===== config.mk =====
export PLATFORM = sky130hd
export DESIGN_NAME = dma_frame_scheduler
export DESIGN_NICKNAME = d
export VERILOG_FILES = /design/src/rtl/dma_frame_scheduler.sv
export SDC_FILE = /design/constraint.sdc
export NUM_CORES = 1
export LEC_CHECK = 0
export CAP_MARGIN = 20
export CORE_MARGIN = 5
export CORE_UTILIZATION = 30
export DETAILED_ROUTE_END_ITERATION = 8
export DONT_BUFFER_PORTS = 1
export SYNTH_ARGS = -nofsm -noshare
export SYNTH_HDL_FRONTEND = slang
export SYNTH_SLANG_ARGS = --single-unit

===== constraint.sdc =====
create_clock -name clk -period 8.32 [get_ports clk]
set_input_delay 1.248 -clock clk [delete_from_list [all_inputs] [get_ports clk]]
set_output_delay 1.248 -clock clk [all_outputs]
set_load 0.02 [all_outputs]

===== src/rtl/dma_frame_scheduler.sv =====
`default_nettype none
// ============================================================================
// Module      : dma_frame_scheduler
// Description : Launches one SDRAM->distributed-RAM DMA per accepted frame tick,
//               manages double-buffer swaps, overrun counting and DMA timeout.
// Revision    : 1.0 - initial release
// ============================================================================
module dma_frame_scheduler #(
  parameter int ADDR_W         = 29,
  parameter int TIMEOUT_CYCLES = 1000000
) (
  input  logic              clk,
  input  logic              rst,
  input  logic              enable,
  input  logic              frame_tick,
  input  logic              swap_req,
  input  logic [ADDR_W-1:0] buf0_address,
  input  logic [ADDR_W-1:0] buf1_address,
  input  logic [31:0]       frame_words,
  input  logic              error_clear,
  input  logic              dma_idle,
  output logic              dma_start,
  output logic [ADDR_W-1:0] dma_begin_address,
  output logic [31:0]       dma_size,
  output logic              dist_bank,
  output logic              active_buf,
  output logic              swap_ack,
  output logic [15:0]       frame_count,
  output logic [7:0]        overrun_count,
  output logic              timeout_error
);

  localparam int                 C_TIMER_W       = $clog2(TIMEOUT_CYCLES + 1);
  localparam logic [C_TIMER_W-1:0] C_TIMEOUT_LIMIT = C_TIMER_W'(TIMEOUT_CYCLES);

  typedef enum logic [2:0] {
    ST_IDLE      = 3'd0,
    ST_WAIT_TICK = 3'd1,
    ST_LAUNCH    = 3'd2,
    ST_WAIT_BUSY = 3'd3,
    ST_WAIT_DONE = 3'd4
  } state_t;

  state_t               r_state;
  logic [1:0]           r_rst_sync;
  logic                 w_rst_n;
  logic                 r_dma_start;
  logic [ADDR_W-1:0]    r_dma_begin_address;
  logic [31:0]          r_dma_size;
  logic                 r_dist_bank;
  logic                 r_active_buf;
  logic                 r_swap_pending;
  logic                 r_swap_ack;
  logic [15:0]          r_frame_count;
  logic [7:0]           r_overrun_count;
  logic                 r_timeout_error;
  logic [C_TIMER_W-1:0] r_timer;

  logic                 w_tick_accept;
  logic                 w_swap_now;
  logic                 w_next_buf;
  logic                 w_in_xfer;
  logic                 w_timing;
  logic                 w_overrun;
  logic                 w_done;
  logic                 w_timeout;
  logic [C_TIMER_W-1:0] w_timer_next;

  // Reset asserts immediately but releases only on a clock edge.
  always_ff @(posedge clk or negedge rst) begin
    if (!rst) r_rst_sync <= 2'b00;
    else      r_rst_sync <= {r_rst_sync[0], 1'b1};
  end
  assign w_rst_n = r_rst_sync[1];

  assign w_tick_accept = (r_state == ST_WAIT_TICK) && enable && frame_tick &&
                         (frame_words != 32'd0);
  assign w_swap_now    = w_tick_accept && (r_swap_pending || swap_req);
  assign w_next_buf    = r_active_buf ^ w_swap_now;
  assign w_timing      = (r_state == ST_WAIT_BUSY) || (r_state == ST_WAIT_DONE);
  assign w_in_xfer     = w_timing || (r_state == ST_LAUNCH);
  assign w_overrun     = w_in_xfer && enable && frame_tick;
  assign w_done        = (r_state == ST_WAIT_DONE) && dma_idle;
  assign w_timer_next  = r_timer + 1'b1;
  // A completion seen in the final cycle wins over the timeout.
  assign w_timeout     = w_timing && !w_done && (w_timer_next >= C_TIMEOUT_LIMIT);

  always_ff @(posedge clk or negedge w_rst_n) begin
    if (!w_rst_n) begin
      r_state             <= ST_IDLE;
      r_dma_start         <= 1'b0;
      r_dma_begin_address <= '0;
      r_dma_size          <= 32'd0;
      r_dist_bank         <= 1'b0;
      r_active_buf        <= 1'b0;
      r_swap_pending      <= 1'b0;
      r_swap_ack          <= 1'b0;
      r_frame_count       <= 16'd0;
      r_overrun_count     <= 8'd0;
      r_timeout_error     <= 1'b0;
      r_timer             <= '0;
    end else begin
      r_dma_start <= 1'b0;
      r_swap_ack  <= 1'b0;

      if (w_swap_now)    r_swap_pending <= 1'b0;
      else if (swap_req) r_swap_pending <= 1'b1;

      if (w_overrun && (r_overrun_count != 8'hFF))
        r_overrun_count <= r_overrun_count + 8'd1;

      if (w_timeout)        r_timeout_error <= 1'b1;
      else if (error_clear) r_timeout_error <= 1'b0;

      if (w_tick_accept) r_timer <= '0;
      else if (w_timing) r_timer <= w_timer_next;

      case (r_state)
        ST_IDLE: begin
          if (enable) r_state <= ST_WAIT_TICK;
        end
        ST_WAIT_TICK: begin
          if (!enable) begin
            r_state <= ST_IDLE;
          end else if (w_tick_accept) begin
            r_dma_begin_address <= w_next_buf ? buf1_address : buf0_address;
            r_dma_size          <= frame_words;
            r_active_buf        <= w_next_buf;
            r_swap_ack          <= w_swap_now;
            r_dma_start         <= 1'b1;
            r_state             <= ST_LAUNCH;
          end
        end
        ST_LAUNCH: begin
          r_state <= ST_WAIT_BUSY;
        end
        ST_WAIT_BUSY: begin
          if (w_timeout)     r_state <= enable ? ST_WAIT_TICK : ST_IDLE;
          else if (!dma_idle) r_state <= ST_WAIT_DONE;
        end
        ST_WAIT_DONE: begin
          if (w_done) begin
            r_dist_bank   <= ~r_dist_bank;
            r_frame_count <= r_frame_count + 16'd1;
            r_state       <= enable ? ST_WAIT_TICK : ST_IDLE;
          end else if (w_timeout) begin
            r_state <= enable ? ST_WAIT_TICK : ST_IDLE;
          end
        end
        default: r_state <= ST_IDLE;
      endcase
    end
  end

  assign dma_start         = r_dma_start;
  assign dma_begin_address = r_dma_begin_address;
  assign dma_size          = r_dma_size;
  assign dist_bank         = r_dist_bank;
  assign active_buf        = r_active_buf;
  assign swap_ack          = r_swap_ack;
  assign frame_count       = r_frame_count;
  assign overrun_count     = r_overrun_count;
  assign timeout_error     = r_timeout_error;

endmodule
`default_nettype wire


==> reports/metrics.yaml, run 1 <==
global_route:
  gr-total-overflow: 0
  grt_pass1_wl_um: 20900
  top_usage_layer: "met2"
  grt_max_degree: 94
  grt_pass1_vias: 4120
  antenna_found_initial: 0
  grt_use_total_pct: 12.9
  grtUsageMet1_pct: 14.7
  grt_use_met3_pct: 5.63
  grt_use_met2_pct: 21.5
synthesis:
  yosys_warnings: 0
  syn_nets: 660
  async_flop_share_pct: 100
  synth_cell_types: 47
  seq_area_frac_synth_pct: 54.5
  syn_area_um2: 5330
  postSynthCellCount: 560
  ys.flop_type: "dfrtp_1"
  synth.avg_cell_area_um2: 9.51
  synth_edf_count: 0
  synth_seq_cells: 116
drt:
  post-route-drc-count: 0
  firstDrtPassIters: 5
  vias_per_cell: 5.07
  drt_iter0_markers: 203
  postRouteAntennaNets: 0
  drt-total-wl_um: 13200
  via_count: 4040
  routedWlPerCell_um: 16.6
timing:
  finClkSkew_ps: 7.64
  tns_ps: 0
  finalSetupViolations: 0
  worst_slack_ps: 5100
  min_period_over_period_pct: 38.6
  hold_viol: 0
  clock.fmax_mhz: 311
  worst_pin_slew_ps: 849
  min_period_ps: 3220
  rsz0062_at_grt: "no"
  relSlewSlack_pct: 43.2
  final_max_slew_viol_count: 0
placed_design:
  io_buffer_count: 0
  place_congestion: 0.828
  pre_cts_slack_ps: 4440
  dpl.hpwl_um: 9660
  place_inst: 763
cells_and_area:
  ff_latch_area_um2: 2910
  final_nets: 659
  multi_input_area_um2: 2300
  stdcell_count: 797
  final_cell_mix: "nand2_1, dfrtp_1, o21ai_0"
  antenna_cells: 0
  final_common_cell: "nand2_1"
  finish.utilization_pct: 35.7
  drive_gt1_share_pct: 8.57
  syn_to_final_growth_pct: 16.3
  fillers: 1744
clock_tree:
  cts_tree: "built"
  htreeDepth: 4
  cts_setup_buffers: 0
  cts_resized: 0
  cts.sinks: 116
  clk_latency_ps: 410
  clock_path_buffers: 2
  cts_made_buffers: 17
  root_buffer: "clkbuf_16"
  cts_hold_buf: 0
  clk_pin_slew_ps: 50
power:
  leakage_nw: 2.86
  total_power_w: 0.00229
  powerDensity_nw_per_um2: 369
  peakVddDrop_v: 0.000157
setup_path:
  path_max_fanout: 36
  worstPathRequired_ps: 8620
  endpoint_kind: "flip-flop"
  start_kind: "primary input"
  crit_arrival_ps: 3520
  critPathKind: "primary input to flip-flop"
run:
  max_cap_violations: 0
die:
  die_area_um2: 20500
  fp.dieH_um: 143
  io_pins: 187
  initial_core_util_pct: 30.7
  die_w_um: 143
  core_area_um2: 17400
  std_cell_rows: 48
min_path:
  hold_class: "flip-flop to async pin"
outcome:
  status: "complete, no violations"
[logic make-up after synthesis]
logic type	Yosys count	synth area share, %
muxes	33	6.30
AOI/OAI and AO/OA	91	9.87
and+or+nand+nor	251	21.0
xor gates and xnor gates	31	5.10
DFF	116	54.5
buffers and inverters	34	2.47
adders and majority gates	3	0.705
other	1	0.0704
[metal layers]
| metal | vias up | routed length (µm) |
|---|---|---|
| li1 | 1917 | - |
| met1 | 1934 | 5190 |
| met2 | 174 | 6480 |
| met3 | 15 | 1300 |
| met4 | 0 | 218 |
| met5 | - | 0 |
[area by class of cell]
cell class / count / share of cell area (%)
clock buffers: 18 / 7.09
inverters: 8 / 0.485
well taps: 225 / 4.54
flip-flops and latches: 116 / 46.9
clock inverters: 14 / 2.48
multi-input cells: 410 / 37.1
repair buffers: 6 / 1.37
[power breakdown]
group | switching [W] | internal (W) | leakage, nW
logic | 0.000257 | 0.000188 | 1.08
registers | 0.000371 | 0.000744 | 1.49
clock network | 0.000274 | 0.000452 | 0.288
total | 0.000902 | 0.00138 | 2.86
[final timing paths]
| path | depth (start not counted) | start | slack (ps) | endpoint |
|---|---|---|---|---|
| worst min register to register | 0 | r_rst_sync[1] | 260 | dma_begin_address[4] |
| worst max-delay path | 8 | frame_words[6] | 5100 | r_timer[13] |
| worst min-delay path | 0 | r_rst_sync[1] | 260 | dma_begin_address[4] |
| max in group asynchronous | 2 | r_rst_sync[1] | 7030 | overrun_count[1] |
| min in group clk | 0 | r_rst_sync[0] | 360 | r_rst_sync[1] |
| worst max register to register | 7 | r_timer[3] | 5260 | r_state[1] |
[worst max-delay path, stage by stage]
cell and delay, ps:
nor4_1 290, nand4_1 200, o211ai_1 340, inv_1 190, buf_16 210, nor2_1 670, o21ai_0 230, o31ai_1 120
[through the flow]
step,hold WS (ps),area [µm²]
finish,262,6200
global route,317,6200
CTS,285,6140
detailed placement,278,5550
global placement,272,5550
floorplan,331,5330
[synthesized netlist by cell type, drive strengths merged, types with 4 or more instances]
cell / count / area share [%]
a21oi: 10 / 0.94
and3: 5 / 0.59
buf: 7 / 0.56
clkbuf: 19 / 1.3
dfrtp: 116 / 54
inv: 8 / 0.56
mux2: 4 / 0.85
mux2i: 29 / 5.4
nand2: 150 / 11
nand2b: 4 / 0.47
nand3: 17 / 1.8
nand4: 13 / 1.5
nor2: 31 / 2.2
nor3: 6 / 0.56
nor4: 12 / 1.4
o21ai: 60 / 5.6
o31ai: 5 / 0.70
xnor2: 18 / 3.0
xor2: 13 / 2.1
[sequential cells by signal (all words and copies together) (netlist names), 2 cells and up]
name / cells
dma_size: 32
dma_begin_address: 29
r_timer: 20
frame_count: 16
overrun_count: 8
r_state: 3
r_rst_sync: 2
(Power assumes the default switching activity.)
==> run 2, diff against run 1 <==
==> constraint.sdc (replaced) <==
create_clock -name clk -period 3.27 [get_ports clk]
set_input_delay 0.4905 -clock clk [delete_from_list [all_inputs] [get_ports clk]]
set_output_delay 0.4905 -clock clk [all_outputs]
set_load 0.02 [all_outputs]
==> reports/metrics.yaml, run 2 (synthesis results as in run 1) <==
clock_tree:
  cts_tree: "built"
  cts_hold_buf: 1  # +1
  cts_resized: 0  # unchanged
  clk_latency_ps: 410  # about the same
  clock_path_buffers: 2  # unchanged
  cts.sinks: 116  # unchanged
  htreeDepth: 4  # unchanged
  root_buffer: "clkbuf_16"
  cts_made_buffers: 17  # unchanged
  clk_pin_slew_ps: 60  # about the same
  cts_setup_buffers: 0  # unchanged
die:
  std_cell_rows: 48  # unchanged
  initial_core_util_pct: 30.7  # unchanged
  die_area_um2: 20500  # unchanged
  io_pins: 187  # unchanged
  core_area_um2: 17400  # unchanged
  fp.dieH_um: 143  # unchanged
  die_w_um: 143  # unchanged
cells_and_area:
  fillers: 1747  # +0.17%
  antenna_cells: 0  # unchanged
  final_cell_mix: "nand2_1, dfrtp_1, o21ai_0"
  ff_latch_area_um2: 2910  # unchanged
  multi_input_area_um2: 2300  # unchanged
  syn_to_final_growth_pct: 16.5
  drive_gt1_share_pct: 9.17  # +0.60 points
  largest_reg_flops: 32  # unchanged
  stdcell_count: 803  # +0.75%
  finish.utilization_pct: 35.7  # +0.050 points
  final_nets: 666  # +1.1%
  final_common_cell: "nand2_1"
setup_path:
  endpoint_kind: "flip-flop"
  cp_num_buf_inv: 0  # -2
  start_kind: "flip-flop"
  cp.depth: 8  # unchanged
  slowest_delay_ps: 580  # -90 ps
  crit_slowest_cell: "or4_4"
  critPathTopFamily: "simple AND/OR/NAND/NOR gates"
  worstPathRequired_ps: 3560  # -5060 ps
  crit_chain: "ha_1 > nand3_2 > or4_4 > or4_1 > and3_1 > or2_4 > o221a_1 > a211o_1"
  crit_arrival_ps: 3240  # -280 ps
  critPathKind: "flip-flop to flip-flop"
  rr_worst_depth: 8  # +1
  path_max_fanout: 8  # -78%
timing:
  min_period_over_period_pct: 90.2
  relSlewSlack_pct: 43.9  # +0.70 points
  min_period_ps: 2950
  finalSetupViolations: 0  # unchanged
  clock.fmax_mhz: 339
  finClkSkew_ps: 5.77  # -1.87 ps
  worst_pin_slew_ps: 838  # -10.5 ps
  tns_ps: 0  # unchanged
  hold_viol: 0  # unchanged
  final_max_slew_viol_count: 0  # unchanged
  rsz0062_at_grt: "no"
  worst_slack_ps: 321  # -4780 ps
outcome:
  status: "complete, no violations"
placed_design:
  place_inst: 771  # +1.0%
  dpl.hpwl_um: 9690  # +0.32%
  io_buffer_count: 0  # unchanged
  place_congestion: 0.848  # +2.5%
  pre_cts_slack_ps: 350  # -4090 ps
global_route:
  grt_pass1_wl_um: 20400  # -2.0%
  grt_pass1_vias: 3987  # -3.2%
  grt_use_total_pct: 12.6  # -0.30 points
  gr-total-overflow: 0  # unchanged
  grt_max_degree: 61  # -35%
  antenna_found_initial: 0  # unchanged
drt:
  drt_iter0_markers: 207  # +2.0%
  drt-total-wl_um: 13100  # -0.71%
  postRouteAntennaNets: 0  # unchanged
  vias_per_cell: 5.03  # -0.67%
  post-route-drc-count: 0  # unchanged
  via_count: 4043  # +0.074%
  routedWlPerCell_um: 16.3  # -1.5%
  firstDrtPassIters: 5  # unchanged
power:
  total_power_w: 0.00580  # +150%
  leakage_nw: 2.87  # +0.23%
  peakVddDrop_v: 0.000446  # +180%
  powerDensity_nw_per_um2: 934  # +150%
min_path:
  hold_class: "primary input to flip-flop"
  hold_path_depth: 1
run:
  max_cap_violations: 0  # unchanged
[run 2: cell types whose count changed in the layout (fill, tap and decap cells not counted), sizes merged]
cell | previous run | this run
clkbuf | 18 | 19
clkinvlp | 2 | 4
buf | 6 | 12
dlygate4sd3 | 0 | 1
clkinv | 8 | 4
[run 2: worst paths after layout]
path | slack, ps | from | end
setup / recovery | 320 | r_timer[0] | r_state[0]
hold / removal | 160 | dma_idle | r_state[2]
setup reg to reg | 320 | r_timer[0] | r_state[0]
hold reg to reg | 350 | r_rst_sync[0] | r_rst_sync[1]
max in group asynchronous | 2020 | r_rst_sync[1] | dma_begin_address[24]
min in group asynchronous | 310 | rst | r_rst_sync[1]
[run 2: per-layer routing]
| layer | track usage (%) | vias up | part of all wire, % |
|---|---|---|---|
| met4 | 5.15 | 0 | 1.4 |
| met1 | 14.8 | 1920 | 39 |
| met2 | 20.3 | 175 | 49 |
| li1 | - | 1934 | - |
| met5 | 0 | - | 0 |
| met3 | 5.39 | 14 | 10 |
[run 2: through the flow]
| stage | hold WS (ps) | instance area, µm² |
|---|---|---|
| detailed placement | 195 | 5620 |
| CTS | 136 | 6200 |
| finish | 158 | 6200 |
| global placement | 195 | 5620 |
| floorplan | 195 | 5330 |
| global route | 132 | 6200 |
[run 2: cell type report]
| cell class | instances | area share [%] |
|---|---|---|
| sequential | 116 | 46.8 |
| multi-input combinational | 410 | 37.1 |
| clock buffer | 19 | 7.14 |
| tap | 225 | 4.54 |
| clock inverter | 12 | 2.12 |
| timing repair buffer | 13 | 1.81 |
| inverter | 8 | 0.484 |
[run 2: power by group]
group          leakage (nW)  switching, W  internal, W
clock network         0.272      0.000669      0.00114
logic                  1.10      0.000643     0.000495
registers              1.49      0.000961      0.00189
==> run 3, diff against run 2 <==
--- a/config.mk
+++ b/config.mk
@@ -6,7 +6,6 @@
 export NUM_CORES = 1
 export LEC_CHECK = 0
 export CAP_MARGIN = 20
-export CORE_MARGIN = 5
 export CORE_UTILIZATION = 30
 export DETAILED_ROUTE_END_ITERATION = 8
 export DONT_BUFFER_PORTS = 1
==> reports/metrics.yaml, run 3 (synthesis results as in run 1) <==
outcome:
  status: "complete, no violations"
die:
  io_pins: 187  # unchanged
  core_area_um2: 17300  # -0.35%
  die_w_um: 135  # -5.6%
  die_area_um2: 18300  # -11%
  std_cell_rows: 48  # unchanged
  fp.dieH_um: 135  # -5.6%
  initial_core_util_pct: 30.8  # +0.11 points
timing:
  clock.fmax_mhz: 339  # about the same
  min_period_over_period_pct: 90.2  # about the same
  hold_viol: 0  # unchanged
  final_max_slew_viol_count: 0  # unchanged
  rsz0062_at_grt: "no"
  finClkSkew_ps: 16.4  # +10.7 ps
  finalSetupViolations: 0  # unchanged
  hold_ws_ps: 158  # -0.377 ps
  min_period_ps: 2950  # -0.353 ps
  relSlewSlack_pct: 46.4  # +2.5 points
  worst_pin_slew_ps: 801  # -37.8 ps
  tns_ps: 0  # unchanged
drt:
  vias_per_cell: 5.11  # +1.5%
  via_count: 4089  # +1.1%
  routedWlPerCell_um: 15.8  # -3.0%
  firstDrtPassIters: 4  # -1
  post-route-drc-count: 0  # unchanged
  drt_iter0_markers: 169  # -18%
  drt-total-wl_um: 12700  # -3.4%
  postRouteAntennaNets: 0  # unchanged
setup_path:
  crit_arrival_ps: 3240  # about the same
  critPathKind: "flip-flop to flip-flop"
  start_kind: "flip-flop"
  worstPathRequired_ps: 3560  # about the same
  endpoint_kind: "flip-flop"
  path_max_fanout: 8  # unchanged
  reg2reg_slack_ps: 320  # about the same
clock_tree:
  clk_pin_slew_ps: 60  # about the same
  cts_made_buffers: 17  # unchanged
  clk_latency_ps: 410  # about the same
  root_buffer: "clkbuf_16"
  cts.sinks: 116  # unchanged
  htreeDepth: 4  # unchanged
  clock_path_buffers: 2  # unchanged
  cts_tree: "built"
  cts_setup_buffers: 0  # unchanged
global_route:
  grt_use_total_pct: 14.0  # +1.4 points
  antenna_found_initial: 0  # unchanged
  grt_max_degree: 115  # +89%
  grt_pass1_vias: 3867  # -3.0%
  grt_pass1_wl_um: 19800  # -3.0%
  gr-total-overflow: 0  # unchanged
cells_and_area:
  drive_gt1_share_pct: 8.70  # -0.47 points
  syn_to_final_growth_pct: 17.1
  final_cell_mix: "nand2_1, dfrtp_1, o21ai_0"
  final_common_cell: "nand2_1"
  largest_reg_flops: 32  # unchanged
  fin_area_um2: 6240  # +0.56%
  antenna_cells: 0  # unchanged
  finish.utilization_pct: 36.1  # +0.33 points
  fillers: 1748  # +0.057%
  final_nets: 662  # -0.60%
  multi_input_area_um2: 2310  # +0.49%
  stdcell_count: 800  # -0.37%
  ff_latch_area_um2: 2910  # unchanged
placed_design:
  dpl.hpwl_um: 9030  # -6.8%
  io_buffer_count: 0  # unchanged
  place_congestion: 0.813  # -4.1%
  place_area_um2: 5620  # about the same
  place_inst: 767  # -0.52%
power:
  powerDensity_nw_per_um2: 943  # +0.94%
  peakVddDrop_v: 0.000521  # +17%
  leakage_nw: 2.89  # +0.80%
min_path:
  hold_class: "primary input to flip-flop"
run:
  max_cap_violations: 0  # unchanged
-- run 3: changes by cell type in the layout (fill, tap and decap cells not counted), sizes merged --
cell	before	now
inv	10	12
clkbuf	19	18
bufinv	2	3
clkinv	4	6
buf	12	8
clkinvlp	4	1
-- run 3: worst max-delay path, stage by stage, from the launching register on --
cell     delay (ps)
dfrtp_1         410
ha_1            240
nand3_2         170
or4_4           580
or4_1           470
and3_1          200
or2_4           260
o221a_1         240
a211o_1         270
-- run 3: layout make-up --
class / count / share of cell area [%]
multi-input combinational: 410 / 37.0
sequential: 116 / 46.6
inverter: 8 / 0.481
clock inverter: 14 / 2.79
timing repair buffer: 9 / 1.72
clock buffer: 18 / 6.88
tap: 225 / 4.51
-- run 3: routing by layer --
metal	vias up	track usage [%]	routed length [µm]
met1	1972	16.8	5070
met5	-	0	0
li1	1924	-	-
met2	180	22.8	6350
met3	13	5.27	1070
met4	0	5.37	157
-- run 3: repair_timing --
action / 4_1_cts / 5_1_grt
gates resized for setup: 0 / 1
hold buffers: 1 / 0
endpoints found under the setup margin: 0 / 1
endpoints found under the hold margin: 2 / 0
-- run 3: path summary, 6_finish.rpt --
path | end | cells past startpoint | start
worst max-delay path | r_state[0] | 8 | r_timer[1]
worst min-delay path | r_state[2] | 1 | dma_idle
worst max register to register | r_state[0] | 8 | r_timer[1]
worst min register to register | r_rst_sync[1] | 0 | r_rst_sync[0]
max in group asynchronous | r_timer[7] | 1 | r_rst_sync[1]
min in group asynchronous | r_rst_sync[1] | 1 | rst
-- run 3: stage by stage --
stage,power [W],setup slack [ps]
after global placement,0.00395,408
after detailed placement,0.00402,283
after CTS,0.00595,304
after floorplan,0.00364,504
after global routing,0.00624,136
final,0.00589,322
-- run 3: report_power, final --
group | internal [W] | switching, W
combinational | 0.000497 | 0.000658
clock | 0.00121 | 0.000700
sequential | 0.00189 | 0.000932
total | 0.00360 | 0.00229
